### config.mk
export PLATFORM = sky130hd
export DESIGN_NAME = sub_serial_bla
export DESIGN_NICKNAME = d
export VERILOG_FILES = /design/src/rtl/sub_serial_pkg.sv /design/src/rtl/bla_sub_4bit.sv /design/src/rtl/sub_serial_bla.sv
export SDC_FILE = /design/constraint.sdc
export NUM_CORES = 1
export LEC_CHECK = 0
export ABC_AREA = 1
export CAP_MARGIN = 25
export CORE_AREA = 2 2 89 91
export CTS_CLUSTER_SIZE = 16
export DETAILED_ROUTE_END_ITERATION = 7
export DIE_AREA = 0 0 91 93
export GPL_TIMING_DRIVEN = 0
export HOLD_SLACK_MARGIN = 0.02
export PLACE_DENSITY = 0.65
export RECOVER_POWER = 100
export SYNTH_ARGS = -nofsm -noshare
export SYNTH_HDL_FRONTEND = slang
export SYNTH_SLANG_ARGS = --single-unit
### constraint.sdc
create_clock -name clk -period 2.95 [get_ports clk]
set_input_delay 0.59 -clock clk [delete_from_list [all_inputs] [get_ports clk]]
set_output_delay 0.59 -clock clk [all_outputs]
set_load 0.01 [all_outputs]
### src/rtl/sub_serial_pkg.sv
// Shared types and sizing helpers for the nibble-serial borrow-lookahead subtractor.
package sub_serial_pkg;

  typedef enum logic [1:0] {
    IDLE,
    BUSY,
    DONE
  } state_t;

  localparam int NIB = 4;

  typedef struct packed {
    logic [31:0] nibbles;
    logic [31:0] idx_w;
  } sizes_t;

  // A one-nibble datapath still needs a 1-bit index so the counter has a legal width.
  function automatic sizes_t calc_sizes(input int width);
    sizes_t s;
    s.nibbles = width / NIB;
    s.idx_w   = (s.nibbles > 1) ? $clog2(s.nibbles) : 1;
    return s;
  endfunction

endpackage

### src/rtl/bla_sub_4bit.sv
// Combinational 4-bit borrow-lookahead subtract slice: d = a - b - bi, bo = final borrow.
module bla_sub_4bit (
  input  logic [3:0] a,
  input  logic [3:0] b,
  input  logic       bi,
  output logic [3:0] d,
  output logic       bo
);

  logic [3:0] w_g;
  logic [3:0] w_p;
  logic [4:0] w_br;

  // Borrow is generated where a=0,b=1 and passed through where the bits are equal.
  assign w_g = ~a & b;
  assign w_p = ~(a ^ b);

  assign w_br[0] = bi;
  assign w_br[1] = w_g[0] | (w_p[0] & bi);
  assign w_br[2] = w_g[1] | (w_p[1] & w_g[0]) | (w_p[1] & w_p[0] & bi);
  assign w_br[3] = w_g[2] | (w_p[2] & w_g[1]) | (w_p[2] & w_p[1] & w_g[0])
                 | (w_p[2] & w_p[1] & w_p[0] & bi);
  assign w_br[4] = w_g[3] | (w_p[3] & w_g[2]) | (w_p[3] & w_p[2] & w_g[1])
                 | (w_p[3] & w_p[2] & w_p[1] & w_g[0])
                 | (w_p[3] & w_p[2] & w_p[1] & w_p[0] & bi);

  assign d  = a ^ b ^ w_br[3:0];
  assign bo = w_br[4];

endmodule

### src/rtl/sub_serial_bla.sv
// Nibble-serial WIDTH-bit subtractor (a - b - bin), LSB nibble first through one lookahead slice,
// with valid/ready handshakes on both sides and a single operation in flight.
module sub_serial_bla
  import sub_serial_pkg::*;
#(
  parameter int WIDTH = 16
) (
  input  logic             clk,
  input  logic             rst_n,
  input  logic             in_valid,
  output logic             in_ready,
  input  logic [WIDTH-1:0] a,
  input  logic [WIDTH-1:0] b,
  input  logic             bin,
  output logic             out_valid,
  input  logic             out_ready,
  output logic [WIDTH-1:0] diff,
  output logic             bout,
  output logic             overflow
);

  localparam sizes_t SZ   = calc_sizes(WIDTH);
  localparam int     NNIB = int'(SZ.nibbles);
  localparam int     IW   = int'(SZ.idx_w);
  localparam logic [IW-1:0] LAST = IW'(NNIB - 1);

  state_t           r_state;
  logic [WIDTH-1:0] r_a;
  logic [WIDTH-1:0] r_b;
  logic             r_borrow;
  logic [IW-1:0]    r_idx;
  logic [WIDTH-1:0] r_diff;
  logic             r_bout;
  logic             r_ovf;
  logic             r_out_valid;

  logic [NIB-1:0] w_a_nibs [NNIB];
  logic [NIB-1:0] w_b_nibs [NNIB];
  logic [NIB-1:0] w_a_k;
  logic [NIB-1:0] w_b_k;
  logic [NIB-1:0] w_d;
  logic           w_bo;

  for (genvar k = 0; k < NNIB; k++) begin : g_nibs
    assign w_a_nibs[k] = r_a[k*NIB +: NIB];
    assign w_b_nibs[k] = r_b[k*NIB +: NIB];
  end

  assign w_a_k = w_a_nibs[r_idx];
  assign w_b_k = w_b_nibs[r_idx];

  bla_sub_4bit u_slice (
    .a  (w_a_k),
    .b  (w_b_k),
    .bi (r_borrow),
    .d  (w_d),
    .bo (w_bo)
  );

  // Gated by rst_n so the producer sees no acceptance while reset is held.
  assign in_ready  = (r_state == IDLE) && rst_n;
  assign out_valid = r_out_valid;
  assign diff      = r_diff;
  assign bout      = r_bout;
  assign overflow  = r_ovf;

  // NOTE: all state uses non-blocking assignments so every register samples pre-edge values.
  always_ff @(posedge clk) begin
    if (!rst_n) begin
      // NOTE: operand and borrow registers are left unreset; they are always loaded before use.
      r_state     <= IDLE;
      r_out_valid <= 1'b0;
      r_diff      <= '0;
      r_bout      <= 1'b0;
      r_ovf       <= 1'b0;
      r_idx       <= '0;
    end else begin
      case (r_state)
        IDLE: begin
          if (in_valid) begin
            r_a      <= a;
            r_b      <= b;
            r_borrow <= bin;
            r_idx    <= '0;
            r_state  <= BUSY;
          end
        end
        BUSY: begin
          for (int k = 0; k < NNIB; k++) begin
            if (r_idx == IW'(k)) r_diff[k*NIB +: NIB] <= w_d;
          end
          r_borrow <= w_bo;
          r_idx    <= r_idx + IW'(1);
          if (r_idx == LAST) begin
            // The final nibble's top bit is the result MSB; r_diff is not written yet.
            r_bout      <= w_bo;
            r_ovf       <= (r_a[WIDTH-1] ^ r_b[WIDTH-1]) & (w_d[NIB-1] ^ r_a[WIDTH-1]);
            r_out_valid <= 1'b1;
            r_state     <= DONE;
          end
        end
        DONE: begin
          if (out_ready) begin
            r_out_valid <= 1'b0;
            r_state     <= IDLE;
          end
        end
        default: r_state <= IDLE;
      endcase
    end
  end

endmodule
==> results.ini <==
[run_status]
status = finished clean

[cts]
clockBufferDepth = 2
tritoncts = done
root_buffer = clkbuf_8
numCtsBuffers = 5
clkSinkCount = 56
cts_resized = 0
postCtsSetupBuffers = 0
cts_hold_buf = 0
clk_pin_slew_ns = 0.10
insertion_delay_ns = 0.30
htreeDepth = 2

[sta]
hold_violations = 0
worst_slew_pin_slew_ns = 0.792
fin_crit_sh_pct = 88.1
fmax_mhz = 385
rsz0062_at_grt = false
setup_violations = 0
finalClockSkew_ns = 0.00667
slew_headroom_pct = 47.1
period_needed_ns = 2.60
drv_slew = 0
final.setup.worst_slack_ns = 0.352

[critical_path]
r2r_slack_ns = 0.43
cp_max_fo = 6
critPathCaptureType = primary output
cp-start-kind = input port
cp.arrival_ns = 2.01
critical_path_class = input port to primary output
critPathRequiredTime_ns = 2.36

[floorplanning]
design.die.area_um2 = 8460
core_um2 = 7530
pin_count = 57
chipWidth_um = 91
die_y_um = 93
row_count = 32
start_util_pct = 32.0

[finish]
fillers = 753
drive_gt1_share_pct = 7.56
seq_area_um2 = 1450
postLayoutCellArea_um2 = 3210
nNetsFinal = 336
multiInputGateArea_um2 = 788
diodes = 0
syn_to_final_growth_pct = 33.3

[min_path]
hold_class = flop to flop

[global_route]
track_usage_pct = 11.9
grt_pass1_vias = 1719
antenna_found_initial = 0
grt_pass1_wl_um = 8160
grt_overflow = 0
grt_max_degree = 18

[pwr]
leakagePower_nw = 1.31
fin_total_pwr_mw = 1.67
power.density_nw_per_um2 = 520
seq_power_share_pct = 52.7
switching_power_mw = 0.427
switching_share_pct = 25.6
intPower_mw = 1.24
ir_drop_v = 0.000294
clock_power_share_pct = 29.5
comb_power_share_pct = 17.8

[drt]
avgRoutedWirePerCell_um = 12.1
vias_per_cell = 4.47
first_pass_iters = 5
drt-total-wl_um = 4770
antenna_left = 0
drt_iter0_markers = 68
drc = 0
vias = 1758

[synth]
ys.flop_type = edfxtp_1
yosysTopAreaCell = edfxtp_1
ys_seq_area_share_pct = 60.3
netlist_instances = 226
synth_top_area_share_pct = 41.2
synthArstFlopShare_pct = 0
syn-cell-area_um2 = 2410
synth.distinct_cells = 29
ys_seq_elements = 56
synth_edf_count = 33
synth_warnings = 0
synth.top_cells.by_area = edfxtp_1, dfxtp_1, inv_1, o21ai_0, ha_1
synth_nets = 272
avgSynthCellArea_um2 = 10.6

[placed_design]
dp_hpwl_um = 3630
place_ws_ns = 0.0801
port_buffers = 56
place_area_um2 = 3110
routabilityCongestion = 0.798

[job]
max_cap_violations = 0

==> layout make-up <==
class / instances / area share (%)
buffer: 7 / 1.13
clock buffer: 6 / 2.26
clock inverter: 2 / 1.09
inverter: 32 / 3.75
multi-input combinational: 131 / 24.6
sequential: 56 / 45.3
tap: 102 / 3.98
timing repair buffer: 57 / 17.9
==> stage by stage <==
| step | hold WS (ns) | utilization [%] | TNS [ns] | instances |
|---|---|---|---|---|
| finish | 0.469 | 42.6 | 0 | 393 |
| global route | 0.502 | 42.6 | 0 | 393 |
| detailed placement | 0.464 | 41.3 | 0 | 385 |
| global placement | 0.458 | 41.1 | -27.92 | 384 |
| CTS | 0.478 | 42.8 | 0 | 393 |
| floorplan | 0.474 | - | 0 | 226 |
==> routing by layer <==
| metal | part of all wire (%) | GRT usage, % | vias to the layer above | wire (um) |
|---|---|---|---|---|
| met1 | 46 | 15.1 | 792 | 2190 |
| met2 | 47 | 20.3 | 58 | 2250 |
| met3 | 6.1 | 2.90 | 4 | 290 |
| met4 | 0.69 | 3.41 | 0 | 33 |
| met5 | 0 | 0 | - | 0 |
| li1 | - | - | 904 | - |
==> power groups by stage <==
stage                     Combinational, mW  Clock, mW  Sequential, mW
final                                 0.297      0.492           0.879
after global routing                  0.335      0.533           0.884
after CTS                             0.317      0.507           0.880
after detailed placement              0.316          0           0.898
after global placement                0.304          0           0.899
after floorplan                       0.186          0           0.900
==> synth_stat cells (2+ instances only) <==
library cell,instances
o211ai_1,5
o21bai_1,4
ha_1,8
nand2_4,2
inv_2,2
o22ai_1,4
a32o_1,3
dfxtp_1,23
nor2_4,4
o21a_1,2
buf_2,5
edfxtp_1,33
inv_1,30
a21oi_1,16
o21ai_0,22
xnor2_1,2
nand2_2,2
nand2_1,21
nor2_1,18
nand3_1,11
==> cells by family after synthesis <==
kind of cell,share of synthesized area (%)
xor+xnor,0.728
fa+ha+maj,4.99
buf+inv,6.81
compound gates,14.2
flops,60.3
simple gates,12.9
==> registers in the layout (all words and copies together), names as in the netlist <==
register,count
r_state,2
out_valid,1
diff,16
r_borrow,1
r_b,16
r_idx,2
bout,1
overflow,1
r_a,16
==> critical path, stage by stage <==
cell           delay [ns]
dlygate4sd3_1        0.56
inv_1                0.18
nor2_1               0.08
dlygate4sd3_1        0.60
==> final timing paths <==
kind | endpoint | cells past startpoint | from
worst max-delay path | in_ready | 4 | rst_n
worst min register to register | out_valid$_SDFFE_PN0P_ | 2 | out_valid$_SDFFE_PN0P_
worst min-delay path | out_valid$_SDFFE_PN0P_ | 2 | out_valid$_SDFFE_PN0P_
worst max register to register | diff[15]$_SDFFE_PN0P_ | 13 | r_idx[0]$_SDFFE_PN0P_
==> layout by cell type (no fill, tap or decap), drive strengths merged, types with 2 or more instances in the layout <==
cell type,instances
o21ai,22
o21a,2
nand3,12
ha,8
dlygate4sd3,54
nor2,22
clkbuf,7
inv,32
buf,7
o211ai,5
dfxtp,23
clkdlybuf4s50,2
nand2,25
o22ai,4
a32o,3
o21bai,4
a21oi,16
edfxtp,33
xnor2,2
(Power assumes the default switching activity.)
